--- config.mk ---
export PLATFORM = sky130hd
export DESIGN_NAME = rr_arbiter_4x1
export DESIGN_NICKNAME = d
export VERILOG_FILES = /design/src/rtl/rr_arbiter_4x1.sv
export SDC_FILE = /design/constraint.sdc
export NUM_CORES = 1
export LEC_CHECK = 0
export ABC_AREA = 1
export CAP_MARGIN = 20
export CELL_PAD_IN_SITES_DETAIL_PLACEMENT = 1
export CELL_PAD_IN_SITES_GLOBAL_PLACEMENT = 2
export CORE_MARGIN = 2
export CORE_UTILIZATION = 22
export CTS_BUF_LIST = sky130_fd_sc_hd__clkbuf_8
export CTS_CLUSTER_SIZE = 28
export DETAILED_ROUTE_END_ITERATION = 10
export PLACE_DENSITY_LB_ADDON = 0.1
export SYNTH_ARGS = -nofsm -noshare
export SYNTH_HDL_FRONTEND = slang
export SYNTH_SLANG_ARGS = --single-unit
--- constraint.sdc ---
create_clock -name clk -period 5.3 [get_ports clk]
set_input_delay 0.53 -clock clk [delete_from_list [all_inputs] [get_ports clk]]
set_output_delay 0.53 -clock clk [all_outputs]
set_load 0.03 [all_outputs]
--- src/rtl/rr_arbiter_4x1.sv ---
// Four-channel round-robin arbiter feeding a one-word registered output slot.
// Define RR_ARBITER_4X1_GNT_CNT_EN to add the saturating gnt_cnt load counter.
module rr_arbiter_4x1 #(
    parameter int N = 4
) (
    input  logic         clk,
    input  logic         rst,
    input  logic [3:0]   req,
    input  logic [N-1:0] in0,
    input  logic [N-1:0] in1,
    input  logic [N-1:0] in2,
    input  logic [N-1:0] in3,
    input  logic         out_ready,
    output logic [3:0]   gnt,
    output logic [1:0]   sel,
    output logic [N-1:0] out,
    output logic         out_valid
`ifdef RR_ARBITER_4X1_GNT_CNT_EN
    ,
    output logic [15:0]  gnt_cnt
`endif
);

    typedef enum logic {
        EMPTY = 1'b0,
        FULL  = 1'b1
    } state_t;

    state_t       state_q;
    state_t       state_d;
    logic [1:0]   ptr_q;
    logic [7:0]   req_sh;
    logic [3:0]   rot;
    logic [1:0]   off;
    logic [1:0]   win;
    logic         slot;
    logic         take;
    logic [N-1:0] din;

    // rot[j] is the request of channel ptr+j, so the lowest set bit wins
    always_comb begin
        req_sh = {req, req} >> ptr_q;
        rot    = req_sh[3:0];
        off    = 2'd0;
        for (int i = 3; i >= 0; i--) begin
            if (rot[i]) off = 2'(i);
        end
        win = ptr_q + off;
    end

    always_comb begin
        din = in0;
        unique case (win)
            2'd0: din = in0;
            2'd1: din = in1;
            2'd2: din = in2;
            2'd3: din = in3;
        endcase
    end

    always_comb begin
        state_d = state_q;
        gnt     = 4'b0000;
        take    = 1'b0;
        slot    = (state_q == EMPTY) || out_ready;
        if (!rst && slot) begin
            if (|req) begin
                take    = 1'b1;
                gnt     = 4'(1) << win;
                state_d = FULL;
            end else begin
                state_d = EMPTY;
            end
        end
    end

    always_ff @(posedge clk) begin
        if (rst) state_q <= EMPTY;
        else     state_q <= state_d;
    end

    // Reset drops any held word; it is never delivered
    always_ff @(posedge clk) begin
        if (rst) begin
            out   <= '0;
            sel   <= 2'd0;
            ptr_q <= 2'd0;
        end else if (take) begin
            out   <= din;
            sel   <= win;
            ptr_q <= win + 2'd1;
        end
    end

    assign out_valid = (state_q == FULL);

`ifdef RR_ARBITER_4X1_GNT_CNT_EN
    always_ff @(posedge clk) begin
        if (rst)                             gnt_cnt <= 16'd0;
        else if (take && gnt_cnt != 16'hFFFF) gnt_cnt <= gnt_cnt + 16'd1;
    end
`endif

endmodule

==> results.json <==
{
  "outcome": "complete, no violations",
  "cts_sinks": 9,
  "crit_chain": "clkdlybuf4s50_1, nand2_1, nand3_1, nand3_1, a21boi_0, ha_1, xnor2_1, inv_1, nand2_1, nand2_2, inv_1, ha_1, inv_1, nor2_1, clkdlybuf4s50_1",
  "clock-skew-final_ps": 3.55,
  "cp_slowest_cell": "clkdlybuf4s50_1",
  "core_mm2": 0.00303,
  "vias": 805,
  "cp.arrival_ps": 3290,
  "setup_viol": 0,
  "diodes": 0,
  "cts_setup_buffers": 0,
  "drcViolationCount": 0,
  "die_y_um": 60.2,
  "peakVddDrop_mv": 0.239,
  "criticalPathCategory": "in2out",
  "power.leakage_nw": 0.492,
  "final_common_cell": "clkdlybuf4s50_1",
  "final_cell_mix": "33 x clkdlybuf4s50_1, 30 x nand2_1, 19 x nand3_1, 11 x inv_1, 9 x dfxtp_1",
  "ctsHoldBuffers": 0,
  "ys_seq_area_share_pct": 25.9,
  "end_kind": "primary output",
  "start_util_pct": 22.9,
  "tightest_slew_ps": 333,
  "root_buffer": "clkbuf_8",
  "p_comb_share_pct": 59.3,
  "nNetsFinal": 173,
  "synth-seq-cells": 9,
  "grt_pass1_wl_mm": 3.39,
  "dp_slack_ps": 1440,
  "maxCapViolations": 0,
  "wl_per_cell_um": 11.4,
  "drtAntennaViolNets": 0,
  "die_w_um": 60.2,
  "synth_cell_types": 19,
  "cts_made_buffers": 3,
  "slew_viol_final": 0,
  "seqCellArea_um2": 180,
  "rows": 20,
  "drt_iter0_drc": 18,
  "tns_ps": 0,
  "grt_pass1_vias": 800,
  "clkTransAtPathRegs_ps": 40,
  "powerDensity_mw_per_mm2": 391,
  "grt_max_degree": 14,
  "fill_cells": 398,
  "maxSlewHeadroom_pct": 77.7,
  "dp_hpwl_mm": 1.75,
  "cp.required_ps": 4770,
  "clkPwrFrac_pct": 17.6,
  "avgSynthCellArea_um2": 6.43,
  "gp_congestion": 0.751,
  "cts_max_path_buffers": 2,
  "ys_warn_count": 0,
  "crit_buf_inv": 5,
  "worstSetupStartpointType": "primary input",
  "path_common_cell": "inv_1",
  "multi_input_area_um2": 439,
  "dieArea_mm2": 0.00362,
  "hp-class": "reg2reg",
  "internal_power_mw": 0.241,
  "clock_latency_ps": 230,
  "cts_resized": 0,
  "period_share_pct": 72.0,
  "switching_share_pct": 44.2,
  "ios": 34,
  "hold_violations": 0,
  "synth_fp_nets": 137,
  "port_buffers": 33,
  "syn2layout_area_growth_pct": 59.3,
  "netlist_area_um2": 694,
  "synth_cells": 108,
  "layout-drive-gt1-share_pct": 8.39,
  "dr.pass1.iters": 4,
  "routed_wl_mm": 2.13,
  "final_cell_area_mm2": 0.00111,
  "grt_usage_pct": 12.7,
  "vias_per_cell": 4.30,
  "dpl-instance-area_mm2": 0.00106,
  "fmax_mhz": 262,
  "post-route-min-period_ps": 3820,
  "crit_family": "buffers and inverters",
  "worst-path-max-fanout": 5,
  "slowest_delay_ps": 680,
  "htreeDepth": 1,
  "grt_overflow_total": 0,
  "switching_power_mw": 0.191,
  "antenna_found_initial": 0,
  "setup_slack_ps": 1480,
  "p_seq_share_pct": 23.0,
  "rsz0062_at_grt": "false",
  "cts_tree": "built"
}
-- Yosys cell counts, drive strengths merged --
master / instances / area [µm²]
ha: 6 / 75.1
a211oi: 1 / 7.51
xnor2: 1 / 8.76
a21boi: 1 / 7.51
nand2: 34 / 138
o21ai: 1 / 5.00
dfxtp: 9 / 180
nand3: 20 / 105
buf: 2 / 18.8
a21oi: 6 / 30.0
o211ai: 4 / 30.0
clkinv: 1 / 3.75
a31oi: 1 / 6.26
inv: 14 / 52.6
nor2: 7 / 26.3
-- final timing paths --
path,from,slack (ps),end,cells past startpoint
worst max-delay path,req[2],1480,gnt[1],15
worst min-delay path,out[3],470,out[3],2
worst max register to register,ptr_q[0],2760,out[0],16
worst min register to register,out[3],470,out[3],2
-- power groups by stage --
stage | Sequential [mW] | Combinational (mW) | Clock (mW)
final | 0.0996 | 0.256 | 0.0762
after global routing | 0.103 | 0.289 | 0.0836
after CTS | 0.0999 | 0.264 | 0.0795
after detailed placement | 0.100 | 0.263 | 0
after global placement | 0.101 | 0.258 | 0
after floorplan | 0.128 | 0.138 | 0
-- final cells by class --
| type | count | area share, % |
|---|---|---|
| Clock buffer | 3 | 3.73 |
| Clock inverter | 1 | 0.339 |
| Inverter | 15 | 5.09 |
| Multi-Input combinational cell | 82 | 39.7 |
| Sequential cell | 9 | 16.3 |
| Tap cell | 44 | 4.98 |
| Timing Repair Buffer | 33 | 29.9 |
-- flip-flops by register name, summed over array words and instances, names as in the netlist --
name       flops
out            4
out_valid      1
ptr_q          2
sel            2
-- metal layers --
layer	wire (µm)	vias to the layer above	share of wire [%]	GRT usage [%]
met5	0	-	0	0
met4	0	0	0	2.86
met3	142	0	6.7	5.41
met2	1040	22	49	21.9
met1	947	362	45	14.6
li1	-	421	-	-
-- cell families after synthesis --
logic type | Yosys count | synth area share (%)
buffers and inverters | 17 | 10.8
and+or+nand+nor | 61 | 38.7
xor gates and xnor gates | 1 | 1.26
AOI/OAI and AO/OA | 14 | 12.4
adders and majority gates | 6 | 10.8
DFF | 9 | 25.9
-- stage by stage --
stage	instances	util [%]	power, mW	hold slack [ps]
global placement	183	35.0	0.358	462
global route	187	36.5	0.475	489
finish	187	36.5	0.432	469
floorplan	108	-	0.266	531
CTS	187	36.5	0.443	472
detailed placement	183	35.0	0.363	464
-- worst min-delay path, cell delays in order (launching register included) --
cell,delay [ps]
dfxtp_1,300
nand3_1,70
nand2_1,50
Power figures use the tool's default switching activity.
